## src/rtl/adc_delay_tap_ctrl_pkg.sv

```systemverilog
// adc_delay_tap_ctrl_pkg: FSM states and control-word field positions for the ADC delay tap controller
package adc_delay_tap_ctrl_pkg;
  typedef enum logic [2:0] {
    S_IDLE,
    S_RSTP,
    S_UP,
    S_DOWN,
    S_WAIT,
    S_DONE
  } state_t;
  localparam int TGT_LSB = 0;
  localparam int MASK_LSB = 8;
  localparam int RST_BIT = 30;
  localparam int COMMIT_BIT = 31;
endpackage

```

## src/rtl/adc_delay_lane_cmp.sv

```systemverilog
// adc_delay_lane_cmp: per-lane compare of tracked tap against target, gated by the lane mask
module adc_delay_lane_cmp #(
  parameter int TAP_W = 5
) (
  input  logic [TAP_W-1:0] cur,
  input  logic [TAP_W-1:0] tgt,
  input  logic             en,
  output logic             up,
  output logic             down
);
  assign up = en && (cur < tgt);
  assign down = en && (cur > tgt);
endmodule

```

## src/rtl/adc_delay_tap_ctrl.sv

```systemverilog
// adc_delay_tap_ctrl: steps per-lane IDELAY taps toward a software target, one tap per settle interval
module adc_delay_tap_ctrl
  import adc_delay_tap_ctrl_pkg::*;
#(
  parameter int N_LANES = 8,
  parameter int TAP_W = 5,
  parameter int SETTLE = 4
) (
  input  logic                     user_clk,
  input  logic                     user_rst,
  input  logic [31:0]              reg_word,
  output logic [N_LANES-1:0]       dly_ce,
  output logic                     dly_inc,
  output logic                     dly_rst,
  output logic                     busy,
  output logic [N_LANES*TAP_W-1:0] cur_tap,
  output logic [15:0]              apply_cnt
);
  localparam int CW = $clog2(SETTLE + 1);
  state_t state, ret;
  logic [31:0] r_word;
  logic acc_commit;
  logic [TAP_W-1:0] tgt;
  logic [N_LANES-1:0] mask, up, down;
  logic [TAP_W-1:0] tap [N_LANES];
  logic [CW-1:0] cnt;
  logic unused;
  assign unused = ^r_word;
  for (genvar i = 0; i < N_LANES; i++) begin : g_lane
    adc_delay_lane_cmp #(.TAP_W(TAP_W)) u_cmp (
      .cur (tap[i]),
      .tgt (tgt),
      .en  (mask[i]),
      .up  (up[i]),
      .down(down[i])
    );
    assign cur_tap[i*TAP_W +: TAP_W] = tap[i];
  end
  always_ff @(posedge user_clk or posedge user_rst) begin
    if (user_rst) begin
      state <= S_IDLE;
      ret <= S_IDLE;
      r_word <= '0;
      acc_commit <= 1'b0;
      tgt <= '0;
      mask <= '0;
      cnt <= '0;
      dly_ce <= '0;
      dly_inc <= 1'b0;
      dly_rst <= 1'b0;
      busy <= 1'b0;
      apply_cnt <= '0;
      for (int i = 0; i < N_LANES; i++) tap[i] <= '0;
    end else begin
      r_word <= reg_word;
      dly_ce <= '0;
      dly_rst <= 1'b0;
      case (state)
        S_IDLE: if (r_word[COMMIT_BIT] != acc_commit) begin
          acc_commit <= r_word[COMMIT_BIT];
          tgt <= r_word[TGT_LSB +: TAP_W];
          mask <= r_word[MASK_LSB +: N_LANES];
          busy <= 1'b1;
          state <= r_word[RST_BIT] ? S_RSTP : S_UP;
        end
        S_RSTP: begin
          dly_rst <= 1'b1;
          for (int i = 0; i < N_LANES; i++) tap[i] <= '0;
          ret <= S_DONE;
          cnt <= CW'(SETTLE - 1);
          state <= S_WAIT;
        end
        S_UP: if (|up) begin
          dly_ce <= up;
          dly_inc <= 1'b1;
          for (int i = 0; i < N_LANES; i++) if (up[i]) tap[i] <= tap[i] + 1'b1;
          ret <= S_UP;
          cnt <= CW'(SETTLE - 1);
          state <= S_WAIT;
        end else state <= S_DOWN;
        S_DOWN: if (|down) begin
          dly_ce <= down;
          dly_inc <= 1'b0;
          for (int i = 0; i < N_LANES; i++) if (down[i]) tap[i] <= tap[i] - 1'b1;
          ret <= S_DOWN;
          cnt <= CW'(SETTLE - 1);
          state <= S_WAIT;
        end else state <= S_DONE;
        S_WAIT: if (cnt == '0) state <= ret; else cnt <= cnt - 1'b1;
        S_DONE: begin
          apply_cnt <= apply_cnt + 1'b1;
          busy <= 1'b0;
          state <= S_IDLE;
        end
        default: state <= S_IDLE;
      endcase
    end
  end
endmodule

```

## config.mk

```make
export PLATFORM = sky130hd
export DESIGN_NAME = adc_delay_tap_ctrl
export DESIGN_NICKNAME = d
export VERILOG_FILES = /design/src/rtl/adc_delay_tap_ctrl_pkg.sv /design/src/rtl/adc_delay_lane_cmp.sv /design/src/rtl/adc_delay_tap_ctrl.sv
export SDC_FILE = /design/constraint.sdc
export NUM_CORES = 1
export LEC_CHECK = 0
export BUFFER_PORTS_ARGS = -buffer_cell sky130_fd_sc_hd__buf_2
export CELL_PAD_IN_SITES_DETAIL_PLACEMENT = 0
export CELL_PAD_IN_SITES_GLOBAL_PLACEMENT = 2
export CORE_ASPECT_RATIO = 2
export CORE_UTILIZATION = 39
export CTS_BUF_LIST = sky130_fd_sc_hd__clkbuf_16
export DETAILED_ROUTE_END_ITERATION = 8
export GPL_TIMING_DRIVEN = 0
export PLACE_DENSITY = 0.91
export SLEW_MARGIN = 20
export SYNTH_ARGS = -nofsm -noshare
export SYNTH_HDL_FRONTEND = slang
export SYNTH_SLANG_ARGS = --single-unit
```

## constraint.sdc

```tcl
create_clock -name user_clk -period 5.5 [get_ports user_clk]
set_clock_uncertainty 0.05 [all_clocks]
set_input_delay 0.825 -clock user_clk [delete_from_list [all_inputs] [get_ports user_clk]]
set_output_delay 0.825 -clock user_clk [all_outputs]
set_load 0.01 [all_outputs]
```

Yosys cells after proc, flatten, opt, wreduce, memory -nomap -nowiden --
Cells that the tools add are included.
Word-level totals: output and inout bits 67, memories 0, flip-flop bits (word level) 122, memory bits (read-only) 0, bits in latches 0, word-level logic and storage cells 159, bits in writable memories 0, input port bits 34
Operators by class: reduce and logical (&&, ||, !) cells 38, divide/modulo/power cells 0, equality and inequality tests 27, mux-type cells 40, multipliers 0, add/sub/neg operators 18, bitwise operators 0, magnitude comparators 16, shifts and indexed selects 0
Operators with widths (number):
- $pmux 40 s3 | 1
- $mux 40 | 2
- $mux 5 | 16
- $add 5x1->5 const B | 8
- $gt 5x5->1 | 8
- $lt 5x5->1 | 8
- $reduce_and 5->1 | 8
- $sub 5x1->5 const B | 8
- $ne 2x1->1 const B | 16
- $mux 3 | 7
- $add 16x1->16 const B | 1
- $logic_and 1x1->1 | 16
- $mux 8 | 2
- $pmux 8 s2 | 1
- $reduce_or 8->1 | 2
- $pmux 3 s5 | 1
- $pmux 3 s4 | 1
- $ne 2x2->1 const B | 5
- $pmux 3 s3 | 1
- $eq 3x2->1 const B | 2
- $eq 3x3->1 const B | 2
- $logic_not 3->1 | 2
- $reduce_and 2->1 | 3
- $reduce_and 3->1 | 2
- other kinds (10) | 16

Longest topological paths before layout --
Gate-level depths: netlist (run 1).
depth in word-level cells 5, depth in mapped cells 12

Cells and area by module --
A second synthesis (run 1) with hierarchy kept.
Second synthesis, totals: cells, all modules 627, area, all modules 6492.5 um^2
Modules (own cells, without submodules):
- adc_delay_tap_ctrl | seq. area each 2627.5 um^2, cells an instance 475, instances 1, area each 5341.4 um^2
- adc_delay_lane_cmp | seq. area each 0.0 um^2, cells an instance 19, instances 8, area each 143.9 um^2

Worst setup path before layout (run 1) --
Ideal clock, no wire load.
path type reg-to-reg, from register state[1], to register tap (netlist bit cur_tap[14]), arrival 2.774 ns, period minus slack after synthesis 2.945 ns, stages on the path, launching flop included 12, slack 2.555 ns, path buffers 0, path through dfrtp_1 -> inv_2 -> nor2_2 -> nand2_1 -> inv_1 -> fa_1 -> a21o_1 -> a21oi_1 -> or4_1 -> a21boi_1 -> o21ai_0 -> a22o_1
Between the ends: longest elaborated chain between the ends 3, elaborated cells on any way between the ends 10, those cells by class 7 x eq/ne; 1 x mux; 2 x reduce/logical
Ends and longest elaborated chain:
- from (decl) | RTL line adc_delay_tap_ctrl.sv:20 | state_t state, ret;
- from (signal assigned) | RTL line adc_delay_tap_ctrl.sv:64 | state <= r_word[RST_BIT] ? S_RSTP : S_UP;
- from (signal assigned) | RTL line adc_delay_tap_ctrl.sv:89 | S_WAIT: if (cnt == '0) state <= ret; else cnt <= cnt - 1'b1;
- $eq 3x2->1 / $eq 3x1->1 (equally long branches) | RTL line adc_delay_tap_ctrl.sv:58 | case (state)
- $ne 2x1->1 (no source line) (tied with other cells)
- $reduce_and 5->1 (no source line)
- to (decl) | RTL line adc_delay_tap_ctrl.sv:25 | logic [TAP_W-1:0] tap [N_LANES];
Parallel ways exist; a longest one is shown, timed or not. A chain may end at the register's enable or synchronous reset.

Worst setup path after layout (run 1) --
from register state[0], to register tap (netlist bit cur_tap[14])
Same word-level chain as after synthesis.

==> results_dict.tcl, run 1 <==
set metrics [dict create \
    grt_max_degree 69 \
    synth_mux_area_frac 0.04547 \
    report.final.slew_viol_count 0 \
    yosys.cell_types.count 57 \
    firstDrtPassIters 5 \
    synthAdderAreaFrac 0.1592 \
    setup_violations 0 \
    clock-sinks 105 \
    total_power_mw 3.421 \
    synth_cells 615 \
    rsz0062_at_grt "false" \
    dp_hpwl_microns 12580 \
    async_reset_ff_frac 1.000 \
    initial_core_util 0.3976 \
    start_kind "register" \
    overflow 0 \
    cts_setup_buffers 0 \
    num_rows 65 \
    first_iter_violations 264 \
    grt_pass1_vias 5176 \
    max-slew-margin-rel 0.4000 \
    core_sq_mm 0.01578 \
    critical_path.cell_chain "buf_2, nand2_1, inv_2, fa_1, a21o_1, a21oi_1, or4_1, a21boi_1, o21ai_0, a22o_1" \
    dpl_cell_area_sq_mm 0.006973 \
    die_x_microns 91.68 \
    synth.net_count 724 \
    routabilityCongestion 0.8825 \
    crit_fanout 32 \
    via_per_inst 5.457 \
    status "finished, final reports clean" \
    tightest_slew_ns 0.8939 \
    ys_seq_area_frac 0.4188 \
    min_path_type "in2async" \
    hold_violations 0 \
    areaGrowthSynthToFinish_pct 15.72 \
    synth_compound_area_frac 0.1811 \
    synth_edf_count 0 \
    cts_made_buffers 9 \
    ant_nets 0 \
    dieHeight_microns 181.4 \
    clkTransAtPathRegs_ns 0.08 \
    n_antenna_cell 0 \
    fill_cells 1571 \
    critical_path_arrival_ns 3.61 \
    worstSetupPathType "reg2reg" \
    placement.io_buffers 83 \
    fin_area_sq_mm 0.007259 \
    cp_data_required_time_ns 5.70 \
    synth_xor_area_frac 0.05026 \
    final_nets 819 \
    worstSetupEndpointType "register" \
    max-cap-violations 0 \
    drive_gt1_frac 0.2087 \
    dieArea_sq_mm 0.01663 \
    mostFrequentLayoutCells "dfrtp_1 (105), buf_2 (87), ha_1 (67), a21oi_1 (48), o21ai_0 (45)" \
    hold_ws_ns 0.4102 \
    synthesis.area_sq_mm 0.006274 \
    hold_buffers 0 \
    cts_resized 0 \
    synth_seq_cells 105 \
    p_per_area_mw_per_mm2 471.2 \
    root_buffer "clkbuf_16" \
    final_common_cell "dfrtp_1" \
    grt_pass1_wl_microns 27200 \
    max_stage_delay_ns 0.61 \
    synth_top_family_by_area "compound AO/OA/AOI/OAI gates" \
    period_minus_slack_ns 3.407 \
    antenna_found_initial 0 \
    timing.final.crit_share 0.6195 \
    synth_flop_cell "dfrtp_1" \
    clk_path_buf_depth 2 \
    wl_microns 16890 \
    p_leak_nw 3.841 \
    post_synth.cell_area_avg_sq_um 10.20 \
    drc_errors 0 \
    vias 4993 \
    cts_tree "built" \
    post_drt_wl_per_cell_microns 18.46 \
    startpoint "state[0]$_DFFE_PP0P_" \
    tns_ns 0 \
    ir_drop_v 0.0002040 \
    fmax_ghz 0.2935 \
    fin_util 0.4601 \
    h-tree-depth 3 \
    yosysWarnings 0 \
    clock_latency_ns 0.36 \
    worst_path_max_delay_cell "inv_2" \
    grt_util_all_layers 0.2159 \
    synthSimpleGateAreaFrac 0.1121 \
    top_level_ports 101 \
    r2r_start "state[0]$_DFFE_PP0P_" \
]
==> cell type report <==
class | instances | area (sq um) | share of cell area
Clock buffer | 9 | 225.2 | 0.03102
Clock inverter | 6 | 61.31 | 0.008445
Sequential cell | 105 | 2628 | 0.3619
Multi-Input combinational cell | 456 | 3438 | 0.4736
Timing Repair Buffer | 84 | 442.9 | 0.06101
Tap cell | 201 | 251.5 | 0.03464
Buffer | 12 | 50.05 | 0.006894
Inverter | 42 | 162.7 | 0.02241
==> stage by stage <==
| step | cells | setup slack [ns] |
|---|---|---|
| 2_1_floorplan | 615 | 1.864 |
| 3_3_place_gp | 899 | 0.5421 |
| 3_5_place_dp | 900 | 2.165 |
| 4_1_cts | 915 | 2.136 |
| 5_1_grt | 915 | 1.993 |
| 6_report | 915 | 2.093 |
==> worst max-delay path: cells and delay by family, from the launching register on <==
| family | cells | cell delay (ns) |
|---|---|---|
| buffers and inverters | 2 | 0.93 |
| AOI/OAI and AO/OA | 5 | 0.79 |
| and+or+nand+nor | 2 | 0.60 |
| DFF | 1 | 0.55 |
| adders and majority gates | 1 | 0.35 |
==> routing by layer <==
| metal | track usage | vias up | wire length, microns |
|---|---|---|---|
| met5 | 0 | - | 0 |
| met4 | 0.09079 | 0 | 494 |
| met3 | 0.02736 | 28 | 466 |
| met2 | 0.4129 | 120 | 9456 |
| met1 | 0.2321 | 2449 | 6476 |
| li1 | - | 2396 | - |
==> report_power, final <==
group | internal [mW] | switching [mW]
Sequential | 0.952 | 0.212
Combinational | 0.615 | 0.999
Clock | 0.317 | 0.325
==> final timing paths <==
path	slack, ns	depth (start not counted)	to
setup / recovery	2.09	10	cur_tap[14]$_DFFE_PP0P_
hold / removal	0.41	2	dly_ce[0]$_DFF_PP0_
setup reg to reg	2.09	10	cur_tap[14]$_DFFE_PP0P_
hold reg to reg	0.42	1	apply_cnt[15]$_DFFE_PP0P_
max in group asynchronous	4.32	3	r_word[12]$_DFF_PP0_
min in group user_clk	0.42	1	apply_cnt[15]$_DFFE_PP0P_
==> cell usage after synthesis (10+ instances only) <==
master | count | area [sq um]
dfrtp_1 | 105 | 2628
ha_1 | 67 | 838.3
a21oi_1 | 48 | 240.2
o21ai_0 | 45 | 225.2
inv_1 | 41 | 153.9
nand2_1 | 40 | 150.1
nand3_1 | 37 | 185.2
a21o_1 | 27 | 202.7
nor2_1 | 25 | 93.84
xnor2_1 | 23 | 201.4
mux2_2 | 20 | 225.2
xor2_1 | 13 | 113.9
nor3_1 | 10 | 50.05
==> sequential cells by signal, indices dropped and copies added, names as in the netlist <==
| register | cells |
|---|---|
| dly_inc | 1 |
| tgt | 5 |
| cnt | 3 |
| busy | 1 |
| dly_rst | 1 |
| r_word | 15 |
| acc_commit | 1 |
| state | 3 |
| dly_ce | 8 |
| ret | 3 |
| apply_cnt | 16 |
| mask | 8 |
| cur_tap | 40 |
==> kinds of logic after synthesis <==
kind of cell | count (synthesis)
XOR/XNOR | 36
AND/OR/NAND/NOR | 146
flip-flops | 105
AO/OA/AOI/OAI | 173
adder cells (fa/ha/maj) | 75
multiplexers | 26
buffers and inverters | 54
Power figures use the tool's default switching activity.
==> run 2: changes to the inputs <==
- ABC_AREA: default -> 1
- CORE_UTILIZATION: 39 -> 34
- PLACE_DENSITY: 0.91 -> 0.87
- clock period: 5.5 -> 3.4 ns (I/O delays scaled with it)
==> results_dict.tcl, run 2 <==
set metrics [dict create \
    ir_drop_v 0.0002899 \
    clock_latency_ns 0.36 \
    dieHeight_microns 199.3 \
    yosys.cell_types.count 31 \
    grt_pass1_wl_microns 29830 \
    cp_data_required_time_ns 3.60 \
    synth_seq_cells 105 \
    setup_violations 0 \
    min_path_type "in2async" \
    yosysTopAreaCell "dfrtp_1" \
    crit_buf_inv 2 \
    p_leak_nw 4.468 \
    cts_made_buffers 9 \
    clk_path_buf_depth 2 \
    worst_path_max_delay_cell "buf_4" \
    hold_violations 0 \
    top_level_ports 101 \
    start_kind "register" \
    synth_flop_cell "dfrtp_1" \
    drc_errors 0 \
    num_rows 71 \
    report.final.slew_viol_count 0 \
    status "finished, final reports clean" \
    dieArea_sq_mm 0.02005 \
    via_per_inst 4.862 \
    tightest_slew_ns 0.7470 \
    hold_buffers 0 \
    areaGrowthSynthToFinish_pct 15.85 \
    synth_edf_count 0 \
    synth.top_cells.by_count "nand2_1 (237), dfrtp_1 (105), inv_1 (87), ha_1 (67), nor2_1 (58)" \
    cts_setup_buffers 0 \
    critical_path.cell_chain "inv_2, nand2_2, nor2_8, buf_4, ha_1, nand2_1, nand2_1, a21o_1, o21ai_0, a21oi_1, nand4_1, nand2_1" \
    initial_core_util 0.3496 \
    firstDrtPassIters 4 \
    vias 5693 \
    async_reset_ff_frac 1.000 \
    yosysWarnings 0 \
    timing.final.crit_share 0.8063 \
    max_stage_delay_ns 0.54 \
    h-tree-depth 3 \
    dpl_cell_area_sq_mm 0.007382 \
    core_sq_mm 0.01892 \
    worstSetupEndpointType "register" \
    rr_worst_depth 12 \
    rsz0062_at_grt "false" \
    wl_microns 18650 \
    p_per_area_mw_per_mm2 638.9 \
    yosysTopAreaCellShare 0.3972 \
    antenna_found_initial 0 \
    fmax_ghz 0.3648 \
    overflow 0 \
    yosysMostFrequentCell "nand2_1" \
    grt_max_degree 70 \
    grt_util_all_layers 0.2002 \
    dp_hpwl_microns 13720 \
    period_minus_slack_ns 2.741 \
    cts_resized 0 \
    max-slew-margin-rel 0.5020 \
    synth.net_count 925 \
    die_x_microns 100.6 \
    critical_path_arrival_ns 2.94 \
    synthesis.area_sq_mm 0.006615 \
    grt_pass1_vias 5567 \
    root_buffer "clkbuf_16" \
    cts_tree "built" \
    first_iter_violations 235 \
    clkTransAtPathRegs_ns 0.07 \
    post_synth.cell_area_avg_sq_um 8.107 \
    routabilityCongestion 0.7937 \
    path_depth 12 \
    final_nets 1020 \
    crit_fanout 41 \
    fin_util 0.4050 \
    synth_cells 816 \
    tns_ns 0 \
    post_drt_wl_per_cell_microns 15.93 \
    path_common_cell "nand2_1" \
    placement.io_buffers 83 \
    drive_gt1_frac 0.1539 \
    max-cap-violations 0 \
    ys_seq_area_frac 0.3972 \
    critPathTopFamily "simple AND/OR/NAND/NOR gates" \
    clock-sinks 105 \
    final_common_cell "nand2_1" \
    largest_register_ffs 40 \
    worstSetupPathType "reg2reg" \
    fin_area_sq_mm 0.007664 \
    ant_nets 0 \
    total_power_mw 4.896 \
    mostFrequentLayoutCells "nand2_1 (237), dfrtp_1 (105), buf_2 (87), inv_1 (86), ha_1 (67)" \
    n_antenna_cell 0 \
    post_synth_main_area_contributors "dfrtp_1 (40%), nand2_1 (13%), ha_1 (13%)" \
]
==> run 2: cell count changes in the layout (fill, tap and decap cells not counted), moves of 10 or more <==
| cell | before | now |
|---|---|---|
| nand2_1 | 40 | 237 |
| inv_1 | 39 | 86 |
| nand4_1 | 8 | 53 |
| nor2_1 | 25 | 58 |
| o21ai_0 | 45 | 20 |
| a21o_1 | 27 | 4 |
| mux2_2 | 20 | 1 |
| xnor2_1 | 23 | 7 |
| nand3_2 | 0 | 10 |
==> run 2: layer usage <==
layer	vias to the layer above	track usage	wire length (microns)
met5	-	0	0
met4	0	0.08964	657
met3	35	0.02239	581
met2	122	0.3645	9770
met1	2664	0.2317	7641
li1	2872	-	-
==> run 2: path summary, 6_finish.rpt <==
check                                          start                 endpoint  slack (ns)
worst min register to register    ret[2]$_DFFE_PP0P_       ret[2]$_DFFE_PP0P_        0.42
worst min-delay path                        user_rst      r_word[2]$_DFF_PP0_        0.09
min in group user_clk                   reg_word[12]     r_word[12]$_DFF_PP0_        0.20
max in group asynchronous                   user_rst   cur_tap[6]$_DFFE_PP0P_        2.53
worst max-delay path            state[2]$_DFFE_PP0P_  cur_tap[39]$_DFFE_PP0P_        0.66
worst max register to register  state[2]$_DFFE_PP0P_  cur_tap[39]$_DFFE_PP0P_        0.66
==> run 2: per-stage QoR <==
step	hold slack (ns)	instances	setup slack, ns
3_5_place_dp	0.4105	1155	0.6267
2_1_floorplan	0.3919	816	0.07946
5_1_grt	0.1169	1171	0.4527
4_1_cts	0.09328	1171	0.6081
3_3_place_gp	0.4079	1154	-1.398
6_report	0.08851	1171	0.6588
==> run 2: kinds of logic (layout without fill, tap and decap cells) <==
group                      after synthesis  count (layout)  share of synthesized area
muxes                                    1               1                   0.001702
and+or+nand+nor                        406             406                     0.2758
adders and majority gates               75              75                     0.1509
xor gates and xnor gates                24              24                    0.03178
buffers and inverters                  117             217                    0.07282
AOI/OAI and AO/OA                       88              88                    0.06979
DFF                                    105             105                     0.3972
==> run 2: power breakdown <==
group | total, mW | internal (mW) | switching, mW | leakage [nW]
clock | 1.01 | 0.504 | 0.507 | 0.136
combinational | 2.11 | 0.669 | 1.45 | 2.97
sequential | 1.77 | 1.51 | 0.264 | 1.36
total | 4.90 | 2.68 | 2.22 | 4.47
==> run 2: area by class of cell <==
cell class | instances | area [sq um]
fillers | 2001 | 11260
inverters | 98 | 372.9
clock buffers | 9 | 225.2
repair buffers | 84 | 442.9
flip-flops and latches | 105 | 2628
multi-input cells | 594 | 3506
plain buffers | 19 | 113.9
clock inverters | 7 | 56.30
well taps | 255 | 319.1
